$ cat src/rtl/timer_ctrl_param.sv
// Parametrised countdown timer: prescaled ticks, restart/abort, one-shot or periodic, flicker window.
// Optional pause support is compiled in with TIMER_PAUSE_EN.
module timer_ctrl_param #(
    parameter int LEN_W        = 8,
    parameter int TICK_DIV     = 1,
    parameter int FLICKER_LAST = 4
) (
    input  logic             clk,
    input  logic             reset,
    input  logic             t_start,
    input  logic             t_stop,
    input  logic             t_pause,
    input  logic             t_reload,
    input  logic [LEN_W-1:0] t_length,
    output logic             t_busy,
    output logic [LEN_W-1:0] t_remaining,
    output logic             t_flicker,
    output logic             t_done
);

    localparam int PW = (TICK_DIV > 1) ? $clog2(TICK_DIV) : 1;
    localparam logic [PW-1:0] PS_LAST = PW'(TICK_DIV - 1);

`ifdef TIMER_PAUSE_EN
    typedef enum logic [1:0] {IDLE, RUN, PAUSE} state_t;
    localparam state_t HOLD_ST = PAUSE;
    logic hold;
    assign hold = t_pause;
`else
    typedef enum logic {IDLE, RUN} state_t;
    localparam state_t HOLD_ST = RUN;
    logic hold;
    // pause is kept on the port list but has no effect in this build
    assign hold = t_pause & 1'b0;
`endif

    state_t           state;
    logic [PW-1:0]    prescaler;
    logic [LEN_W-1:0] len_q;
    logic             mode_q;

    logic             tick;
    logic [LEN_W-1:0] rem_dec;
    logic             new_in_win;
    logic             old_in_win;

    assign tick       = (prescaler == PS_LAST);
    assign rem_dec    = t_remaining - 1'b1;
    assign new_in_win = (FLICKER_LAST != 0) && (32'(rem_dec) <= FLICKER_LAST);
    assign old_in_win = (FLICKER_LAST != 0) && (32'(t_remaining) <= FLICKER_LAST);

    always_ff @(posedge clk) begin
        t_done <= 1'b0;
        if (reset) begin
            state       <= IDLE;
            t_busy      <= 1'b0;
            t_remaining <= '0;
            t_flicker   <= 1'b0;
            prescaler   <= '0;
            len_q       <= '0;
            mode_q      <= 1'b0;
        end else if (t_stop) begin
            state       <= IDLE;
            t_busy      <= 1'b0;
            t_remaining <= '0;
            t_flicker   <= 1'b0;
            prescaler   <= '0;
        end else if (t_start) begin
            prescaler <= '0;
            t_flicker <= 1'b0;
            if (t_length != '0) begin
                len_q       <= t_length;
                mode_q      <= t_reload;
                t_remaining <= t_length;
                state       <= RUN;
                t_busy      <= 1'b1;
            end else begin
                state       <= IDLE;
                t_busy      <= 1'b0;
                t_remaining <= '0;
                t_done      <= 1'b1;
            end
        end else begin
            case (state)
                IDLE: begin
                    t_busy <= 1'b0;
                end
                default: begin
                    // a resuming cycle counts like any other RUN cycle
                    if (hold) begin
                        state <= HOLD_ST;
                    end else begin
                        state <= RUN;
                        if (!tick) begin
                            prescaler <= prescaler + 1'b1;
                        end else begin
                            prescaler <= '0;
                            if (t_remaining == LEN_W'(1)) begin
                                t_done    <= 1'b1;
                                t_flicker <= 1'b0;
                                if (mode_q) begin
                                    t_remaining <= len_q;
                                end else begin
                                    t_remaining <= '0;
                                    state       <= IDLE;
                                    t_busy      <= 1'b0;
                                end
                            end else begin
                                t_remaining <= rem_dec;
                                if (new_in_win)
                                    t_flicker <= old_in_win ? ~t_flicker : 1'b1;
                            end
                        end
                    end
                end
            endcase
        end
    end

endmodule

$ cat config.mk
export PLATFORM = sky130hd
export DESIGN_NAME = timer_ctrl_param
export DESIGN_NICKNAME = d
export VERILOG_FILES = /design/src/rtl/timer_ctrl_param.sv
export SDC_FILE = /design/constraint.sdc
export NUM_CORES = 1
export LEC_CHECK = 0
export ABC_AREA = 1
export CAP_MARGIN = 40
export CORE_UTILIZATION = 33
export DETAILED_ROUTE_END_ITERATION = 10
export PLACE_DENSITY = 0.67
export SYNTH_ARGS = -nofsm -noshare
export SYNTH_HDL_FRONTEND = slang
export SYNTH_SLANG_ARGS = --single-unit
$ cat constraint.sdc
create_clock -name clk -period 1.9 [get_ports clk]
set_input_delay 0.19 -clock clk [delete_from_list [all_inputs] [get_ports clk]]
set_output_delay 0.19 -clock clk [all_outputs]
set_load 0.05 [all_outputs]
# ---- Word-level counts from Yosys, hierarchy flattened
# Index checks and enable logic that the tools add are counted.
dict set report totals {
  out_inout_bits 11
  in_bits 14
  wordCells 55
  regBits 22
}
dict set report classes {
  n_mux 26
  n_bitwise 3
  reduce_logical 9
  eq_ne 5
  n_addsub 2
  magnitude_cmp 2
}
# op count
set ops {}
lappend ops {{8-bit two-way mux} 6}
lappend ops {{1-bit two-way mux} 20}
lappend ops {{8-bit by 3-bit less-or-equal comparator with 1-bit output, second input constant} 2}
lappend ops {{3-bit AND reduction} 3}
lappend ops {{8-bit by 1-bit equality test with 1-bit output, second input constant} 1}
lappend ops {{8-bit nonzero test} 1}
lappend ops {{8-bit by 1-bit subtractor with 8-bit output, second input constant} 1}
lappend ops {{3-bit != test, second input constant} 2}
lappend ops {{2-bit nonzero test} 2}
lappend ops {{3-bit by 2-bit != test with 1-bit output, second input constant} 1}
lappend ops {{1-bit NOT} 3}
lappend ops {{3-bit OR reduction} 1}
lappend ops {{2-bit != test, second input constant} 1}
lappend ops {{2-bit AND reduction} 1}
lappend ops {{2-bit OR reduction} 1}
lappend ops {{1-bit adder, second input constant} 1}

# ---- Depth between registers and ports, before layout
# Gate-level depths: netlist of run 1.
dict set report depth {
  depth_word 5
  depth_mapped 11
  mapped_depth_nobuf 11
}

# ---- Least setup slack after synthesis of run 1
# OpenSTA, ideal clock, no wires.
dict set report synth_path {
  kind {flip-flop to flip-flop}
  startpoint {reg t_remaining[0]}
  endpoint {reg t_flicker}
  synth_period_minus_slack_ps 1840
  path_stages_with_launch 11
  setup_ps 115
  required_ps 1785
  n_path_buf 0
  t_arrival_ps 1725
  slack_ps 60
  cell_sequence {dfxtp_1 -> inv_1 -> ha_1 -> inv_1 -> nand2_1 -> nand3_1 -> nand4_1 -> nor2_1 -> nand3_1 -> a21oi_1 -> nor2_1}
}
dict set report synth_via {
  elab_chain_cells 4
  word_cells_on_any_way 9
  classes_between {add/sub (1); order compare (2); eq/ne (1); mux (3); reduce/logical (2)}
}
# item line
set synth_rtl {}
lappend synth_rtl {{start: declaration} 16} ;# output logic [LEN_W-1:0] t_remaining,
lappend synth_rtl {{start signal: assignment} 74} ;# t_remaining <= t_length;
lappend synth_rtl {{start signal: assignment} 102} ;# t_remaining <= len_q;
lappend synth_rtl {{start signal: assignment} 109} ;# t_remaining <= rem_dec;
lappend synth_rtl {{8-bit by 1-bit subtractor with 8-bit output or 8-bit by 3-bit less-or-equal comparator with 1-bit output (tied branches)} {48, 50}}
lappend synth_rtl {{8-bit by 3-bit less-or-equal comparator with 1-bit output or 1-bit two-way mux (tied branches)} {49, 111}}
lappend synth_rtl {{2-bit nonzero test (no line) or 1-bit two-way mux (tied branches)} -}
lappend synth_rtl {{3-bit AND reduction (no line) or 1-bit two-way mux (tied branches)} -}
lappend synth_rtl {{end signal: assignment} 111} ;# t_flicker <= old_in_win ? ~t_flicker : 1'b1;
lappend synth_rtl {{end: declaration} 17} ;# output logic t_flicker,
# Several ways; a longest one is shown, not always the timed one. The select of a mux whose other input is x is not followed.
# A chain may end at the register's enable or synchronous reset.

# ---- Worst setup path in the final report of run 1
dict set report layout_path {
  startpoint {reg t_remaining[2]}
  endpoint {out t_remaining[2]}
}
# No word-level cell between the ends.

==> results of run 1 <==
-- stage by stage --
step           setup slack, ps  std cells
6_report                   136        255
5_1_grt                   46.9        255
4_1_cts                    119        255
3_5_place_dp              75.3        251
3_3_place_gp              80.6        251
2_1_floorplan             60.5        180
-- registers in the layout, summed over array words and instances, names as in the netlist --
name         count
len_q            8
t_remaining      8
mode_q           1
state            1
t_busy           1
t_done           1
t_flicker        1
-- layer usage --
layer  GRT usage, %  up-vias  share of wire (%)
met5              0        -                  0
met4           6.53        0                2.0
met3           1.63        6                3.3
met2           26.5       34                 45
met1           21.4      545                 50
li1               -      655                  -
-- layout by cell type (no fill, tap or decap), types with 2 or more instances in the layout --
| cell | count |
|---|---|
| a22oi_1 | 5 |
| or2_1 | 2 |
| nor2_8 | 2 |
| nand3_1 | 7 |
| nor2_1 | 26 |
| buf_4 | 5 |
| o21ai_1 | 13 |
| clkdlybuf4s50_1 | 23 |
| clkbuf_8 | 3 |
| nand2_1 | 45 |
| a21oi_1 | 3 |
| dfxtp_1 | 21 |
| a21oi_2 | 2 |
| nor3_1 | 10 |
| nand4_1 | 3 |
| a31oi_1 | 5 |
| ha_1 | 3 |
| inv_1 | 18 |
-- report_power, final --
part | total (mW) | switching [mW] | internal, mW
Sequential | 0.480 | 0.0189 | 0.461
Combinational | 0.243 | 0.147 | 0.0958
Clock | 0.289 | 0.143 | 0.146
-- cell families (layout without fill, tap and decap cells) --
group / after synthesis / count (layout) / synth area share (%)
adders and majority gates: 3 / 3 / 3.04
buffers and inverters: 24 / 53 / 8.10
and+or+nand+nor: 99 / 99 / 37.1
xor gates and xnor gates: 1 / 1 / 0.709
AOI/OAI and AO/OA: 32 / 32 / 17.0
DFF: 21 / 21 / 34.0
-- path summary, 6_finish.rpt --
path | endpoint | depth (start not counted)
worst max-delay path | t_remaining[2] | 1
worst min register to register | t_busy | 1
worst max register to register | t_flicker | 10
worst min-delay path | t_busy | 1
-- cell type report --
type                       count  area (sq um)
sequential                    21           420
clock inverter                 1          5.00
multi-input combinational    135           714
timing repair buffer          28           268
inverter                      21          81.3
fill                         371          1880
tap                           46          57.6
clock buffer                   3          41.3
==> results.cfg, run 1 <==
[run_status]
status = complete, no violations

[synth]
synth.area.top_cells = dfxtp_1 (34%), nand2_1 (14%), nor2_1 (7.9%)
synth_top_area_share_pct = 34.0
syn_nets = 197
synth-seq-cells = 21
ys_warn_count = 0
synth_edf_count = 0
yosysTopAreaCell = dfxtp_1
syn_area_sq_um = 1230
seq_area_frac_synth_pct = 34.0
yosysMostFrequentCell = nand2_1
synthTopCellsByCount = nand2_1 (45), nor2_1 (26), dfxtp_1 (21)
syn_area_per_cell_sq_um = 6.86
synthCells = 180
synth_ff_type = dfxtp_1
synth-async-reset-ratio_pct = 0
yosysUniqueCellTypes = 29

[global_routing]
antenna_found_initial = 0
grt_usage_pct = 16.1
grt_pass1_wl_mm = 5.21
grt_max_degree = 13
overflow = 0
grt_pass1_vias = 1142

[setup_path]
critPathRequiredTime_ps = 1710
crit_family = buffers and inverters
reg2reg_from = t_remaining[0]
crit_path_max_incr_delay_ps = 850
start_kind = flop
slowest_stage = clkdlybuf4s50_1
path_cells = clkdlybuf4s50_1
worstPathMaxFanout = 6
cp.arrival_ps = 1570
worstSetupPathType = flop to output port
crit_buf_inv = 1
rrSetupSlack_ps = 280
startpoint = t_remaining[2]
cp-end-kind = output port

[clocking]
cts.sinks = 21
clk_path_buf_depth = 2
cts_resized = 0
cts_root_buffer = clkbuf_8
postCtsSetupRepairBufs = 0
cts_tree = done
h-tree-depth = 1
ctsHoldBuffers = 0
clkTransAtPathRegs_ps = 80
cts_buffers = 3
clk_latency_ps = 260

[placed_design]
dp_hpwl_mm = 2.33
gp_congestion = 0.873
portBuffers = 23
place_area_sq_um = 1540

[power]
leakage_nw = 0.691
power_mw = 1.01
peakVddDrop_uv = 361
p_per_area_nw_per_um2 = 638

[timing]
fmax_ghz = 0.567
finalCriticalPeriod_ps = 1760
rsz0062_at_grt = false
worst_slew_margin_rel_pct = 59.1
hold_violations = 0
tns_ps = 0
slew_violations = 0
fin_skew_ps = 2.78
setup-violations-final = 0
tightest_slew_ps = 611
finalCritPeriodShare_pct = 92.9
whs_ps = 475

[route]
drt_iter0_drc = 69
routedWlPerCell_um = 11.4
first_pass_iters = 4
drc = 0
vias = 1240
vias_per_cell = 4.86
antenna_left = 0
wirelength_mm = 2.91

[die]
io-pin-count = 25
die_x_um = 63.2
core-area_sq_um = 3470
start_util_pct = 35.6
placementRows = 21
dieArea_sq_um = 3990
die_h_um = 63.2

[layout]
drive_above_1_share_pct = 9.57
area_delta_synth_final_pct = 28.6
final_area_sq_um = 1590
post-route-util_pct = 45.8
antenna_cells = 0
nets = 227

[worst_hold_path]
hold_class = flop to flop
hold_start = t_busy

[flow_run]
max_cap_viol_count = 0
(Power assumes the default switching activity.)
==> inputs of run 2 (changes only) <==
--- a/config.mk
+++ b/config.mk
@@ -9,7 +9,8 @@
 export CAP_MARGIN = 40
 export CORE_UTILIZATION = 33
 export DETAILED_ROUTE_END_ITERATION = 10
-export PLACE_DENSITY = 0.67
+export PLACE_DENSITY = 0.69
 export SYNTH_ARGS = -nofsm -noshare
 export SYNTH_HDL_FRONTEND = slang
 export SYNTH_SLANG_ARGS = --single-unit
+export TNS_END_PERCENT = 50
==> constraint.sdc (replaced) <==
create_clock -name clk -period 1.6 [get_ports clk]
set_input_delay 0.16 -clock clk [delete_from_list [all_inputs] [get_ports clk]]
set_output_delay 0.16 -clock clk [all_outputs]
set_load 0.05 [all_outputs]
==> run 2 against run 1 <==
Sequential cell count is the same. Core utilization rose by 2.7 points. Via count is 3.3% higher. Largest cell class unchanged. First-iteration DRC count increased by 83%.
==> results.cfg, run 2 (same netlist as run 1, synthesis figures left out) <==
[run_status]
status = complete, no violations

[timing]
rsz0062_at_grt = false
whs_ps = 478
fmax_ghz = 0.696
fin_skew_ps = 2.29
tightest_slew_ps = 570
hold_violations = 0
finalCriticalPeriod_ps = 1440
slew_violations = 0
timing.final.ws_setup_ps = 164
setup-violations-final = 0
tns_ps = 0
finalCritPeriodShare_pct = 89.7
worst_slew_margin_rel_pct = 61.9

[layout]
num-fill-cells = 387
drive_above_1_share_pct = 22.8
antenna_cells = 0
fin_cells = 270
final_common_cell = nand2_1
area_delta_synth_final_pct = 36.3
final_area_sq_um = 1680
nets = 242
layout_common_cells = nand2_1 (45), buf_4 (31), nor2_1 (26), dfxtp_1 (19), inv_1 (17)
top_regs = len_q: 8 flops, t_remaining: 8 flops

[route]
drt_iter0_drc = 126
vias = 1281
antenna_left = 0
drc = 0
routedWlPerCell_um = 11.1
vias_per_cell = 4.74
wirelength_mm = 2.99
first_pass_iters = 4

[die]
io-pin-count = 25
placementRows = 21
die_x_um = 63.2
dieArea_sq_um = 3990
start_util_pct = 35.6
core-area_sq_um = 3470
die_h_um = 63.2

[setup_path]
worstPathMaxFanout = 7
startpoint = t_remaining[1]
reg2reg_depth = 10
reg2reg_from = t_remaining[1]
worstSetupPathType = flop to flop
cp-end-kind = flop
start_kind = flop
critPathRequiredTime_ps = 1790
cp.arrival_ps = 1630
rrSetupSlack_ps = 160
worstReg2RegEnd = t_remaining[6]

[power]
leakage_nw = 0.785
peakVddDrop_uv = 332
p_per_area_nw_per_um2 = 727

[placed_design]
portBuffers = 23
gp_congestion = 0.861
place_ws_ps = -107
dp.cells = 266
dp_hpwl_mm = 2.45
place_area_sq_um = 1630

[global_routing]
met3_usage_pct = 1.81
top_usage_layer = met2
grt_pass1_vias = 1192
antenna_found_initial = 0
grt_use_met2_pct = 27.0
overflow = 0
grt_pass1_wl_mm = 5.22
use_met1_pct = 22.1
grt_usage_pct = 16.3
grt_max_degree = 13

[worst_hold_path]
min_path_cells = 1
hold_class = flop to flop
hold_end = t_busy
hold_start = t_busy

[clocking]
clk_latency_ps = 260
clkTransAtPathRegs_ps = 80
cts_resized = 0
cts_buffers = 3
clk_path_buf_depth = 2
ctsHoldBuffers = 0
cts.sinks = 21
cts_tree = done
h-tree-depth = 1
postCtsSetupRepairBufs = 0
cts_root_buffer = clkbuf_8

[flow_run]
max_cap_viol_count = 0
## run 2: cell types whose count changed in the layout (fill, tap and decap cells not counted), moves of 2 or more
cell	before	now
clkdlybuf4s50_1	23	12
buf_4	5	31
dfxtp_1	21	19
ha_2	0	2
ha_1	3	1
## run 2: how the worst max path moves through the flow
| stage | endpoint | slack [ps] |
|---|---|---|
| 6_report | t_remaining[6] | 160 |
| 5_1_grt | t_flicker | 0.1 |
| 4_1_cts | t_flicker | 60 |
| 3_5_place_dp | t_busy | -110 |
| 3_3_place_gp | t_busy | -80 |
| 2_1_floorplan | t_flicker | 30 |
## run 2: metrics by stage
stage,power (mW),utilization (%)
5_1_grt,1.30,48.5
6_report,1.22,48.5
2_1_floorplan,0.770,-
3_3_place_gp,0.888,47.0
3_5_place_dp,0.891,47.0
4_1_cts,1.24,48.4
## run 2: cell type report
class                           instances  area, sq um  share of cell area, %
Clock buffer                            3         41.3                   2.45
Clock inverter                          1         5.00                  0.297
Inverter                               21         81.3                   4.83
Multi-Input combinational cell        135          719                   42.8
Sequential cell                        21          425                   25.3
Tap cell                               46         57.6                   3.42
Timing Repair Buffer                   43          353                   21.0
## run 2: worst max-delay path, cell delays in order, from the launching register on
cell and delay [ps]:
dfxtp_2 350, inv_2 90, ha_2 210, nand2_4 70, nor2_8 140, inv_4 80
nor2_8 120, nand2_1 60, o21ai_1 70, nand2_1 70, a21oi_2 110
## run 2: layer usage
layer	up-vias	part of all wire, %	wire [um]
met5	-	0	0
met4	0	0.63	19
met3	2	3.8	113
met2	24	46	1390
met1	575	49	1470
li1	680	-	-
## run 2: power breakdown
part	switching, mW	internal, mW
clock network	0.171	0.173
registers	0.0211	0.547
logic	0.180	0.132
==> inputs of run 3 (changes only) <==
--- a/config.mk
+++ b/config.mk
@@ -5,7 +5,6 @@
 export SDC_FILE = /design/constraint.sdc
 export NUM_CORES = 1
 export LEC_CHECK = 0
-export ABC_AREA = 1
 export CAP_MARGIN = 40
 export CORE_UTILIZATION = 33
 export DETAILED_ROUTE_END_ITERATION = 10
==> run 3 against run 2 <==
The run now ends with negative setup slack left. Maximum frequency shrank 15%. Combinational power grew 29%. Clock power grew 5%. Design area grew 19%. Core utilization grew 9.8 points. Worst hold slack gained 9.2 ps. Global-route usage grew 3.7 points. Critical path type unchanged. Sequential power is essentially flat.
==> results.cfg, run 3 <==
[route]
antenna_left = 0
vias = 1357
first_pass_iters = 4
drc = 0
wirelength_mm = 3.75
drt_iter0_drc = 82
vias_per_cell = 5.26
routedWlPerCell_um = 14.5

[timing]
slew_violations = 0
hold_violations = 0
tightest_slew_ps = 360
finalCriticalPeriod_ps = 1690
tns_ps = -177
fmax_ghz = 0.593
worst_slew_margin_rel_pct = 76.0
setup-violations-final = 5
finalCritPeriodShare_pct = 105
rsz0062_at_grt = true
timing.final.ws_setup_ps = -87.2
fin_skew_ps = 4.12

[synth]
synthSimpleGateAreaFrac_pct = 23.5
synth_top_family_by_area = simple AND/OR/NAND/NOR gates
syn_area_per_cell_sq_um = 8.19
seq_area_frac_synth_pct = 34.2
synth-async-reset-ratio_pct = 0
synth-seq-cells = 21
synth_top_area_share_pct = 34.2
syn_area_sq_um = 1230
yosysUniqueCellTypes = 39
yosysMostFrequentCell = nor2_1
synth.area.top_cells = dfxtp_1 (34%), mux2i_1 (11%), nor2_1 (7.3%)
synth_compound_area_share_pct = 21.7
synth_ff_type = dfxtp_1
synthMuxAreaShare_pct = 10.6
synth-xor-area-share_pct = 2.14
synthTopCellsByCount = nor2_1 (24), dfxtp_1 (21), a21oi_1 (13), mux2i_1 (13), nand2_1 (12)
synthCells = 150
synthAdderAreaFrac_pct = 3.05
yosysTopAreaCell = dfxtp_1
synth_edf_count = 0
ys_warn_count = 0
syn_nets = 167

[setup_path]
crit_end = t_flicker
reg2reg_depth = 7
startpoint = t_remaining[0]
worstPathMaxFanout = 4
rrSetupSlack_ps = -90
worstSetupPathType = flop to flop
cp.arrival_ps = 1880
cp-end-kind = flop
reg2reg_from = t_remaining[0]
start_kind = flop
worstReg2RegEnd = t_flicker
critPathRequiredTime_ps = 1790

[placed_design]
portBuffers = 23
dp_hpwl_mm = 2.73
place_area_sq_um = 1790
gp_congestion = 0.832

[die]
die_x_um = 63.0
io-pin-count = 25
die_h_um = 63.0
dieArea_sq_um = 3970
start_util_pct = 35.7
placementRows = 21
core-area_sq_um = 3440

[layout]
final_area_sq_um = 2010
final_common_cell = buf_4
nets = 230
top_regs = len_q: 8 flops, t_remaining: 8 flops
drive_above_1_share_pct = 43.9
area_delta_synth_final_pct = 63.4
post-route-util_pct = 58.3
antenna_cells = 0
num-fill-cells = 297
layout_common_cells = buf_4 (48), nor2_1 (23), mux2i_1 (13), dfxtp_1 (13)

[clocking]
cts_root_buffer = clkbuf_8
h-tree-depth = 1
cts_tree = done
clkTransAtPathRegs_ps = 80
clk_latency_ps = 260
ctsHoldBuffers = 0
clk_path_buf_depth = 2
cts_buffers = 3
cts.sinks = 21

[power]
leakage_nw = 0.815
power_mw = 1.33
p_per_area_nw_per_um2 = 662
peakVddDrop_uv = 341

[run_status]
status = finished, violations left
violations = negative setup slack

[global_routing]
grt_pass1_wl_mm = 6.30
grt_pass1_vias = 1345
overflow = 0
grt_max_degree = 13
grt_usage_pct = 20.0
antenna_found_initial = 0

[flow_run]
max_cap_viol_count = 0

[worst_hold_path]
min_path_cells = 2
hold_class = flop to flop
==> run 3: area by class of cell <==
class	count	area, sq um	share of cell area, %
timing repair buffer	65	537	26.7
multi-input combinational	117	906	45.1
tap	46	57.6	2.87
inverter	5	23.8	1.18
sequential	21	438	21.8
clock inverter	1	5.00	0.249
clock buffer	3	41.3	2.06
==> run 3: what timing repair did <==
item | CTS | global route
pin swaps | 6 | 13
setup buffers | 7 | 2
resized for setup | 6 | 19
setup endpoints to repair | 6 | 19
==> run 3: cell families (layout without fill, tap and decap cells) <==
logic type,after synthesis,in the layout
AO/OA/AOI/OAI,39,39
XOR/XNOR,3,3
adder cells (fa/ha/maj),3,3
buffers and inverters,12,74
flip-flops,21,21
AND/OR/NAND/NOR,59,59
multiplexers,13,13
==> run 3: worst min path at each step <==
stage | from | to | slack [ps]
CTS | t_flicker | t_flicker | 490
detailed placement | t_flicker | t_flicker | 470
global placement | t_flicker | t_flicker | 460
global route | t_flicker | t_flicker | 510
floorplan | t_length[7] | t_remaining[7] | 290
finish | t_flicker | t_flicker | 490
==> run 3: critical path, cell delays in order, from the launching register on <==
cell	delay, ps
dfxtp_4	400
inv_4	50
ha_4	170
xnor2_2	170
nor2_1	70
or3_4	340
o32ai_4	210
mux2i_1	200
==> run 3: through the flow <==
step	hold WS, ps	worst slack [ps]	instances
2_1_floorplan	288	-97.4	150
6_report	487	-87.2	258
3_5_place_dp	474	-257	246
4_1_cts	486	-89.2	256
5_1_grt	512	-176	258
3_3_place_gp	463	-236	246
==> run 3: layer usage <==
| layer | track usage, % | wire, um | part of all wire [%] | vias to the layer above |
|---|---|---|---|---|
| met1 | 25.0 | 1710 | 46 | 639 |
| met4 | 6.40 | 34 | 0.91 | 0 |
| met5 | 0 | 0 | 0 | - |
| met2 | 34.7 | 1820 | 49 | 43 |
| met3 | 3.10 | 178 | 4.8 | 2 |
| li1 | - | - | - | 673 |
==> run 3: report_power, final <==
group / switching (mW) / internal, mW / total [mW]
registers: 0.0255 / 0.542 / 0.568
logic: 0.200 / 0.203 / 0.402
clock network: 0.186 / 0.174 / 0.360
total: 0.411 / 0.919 / 1.33
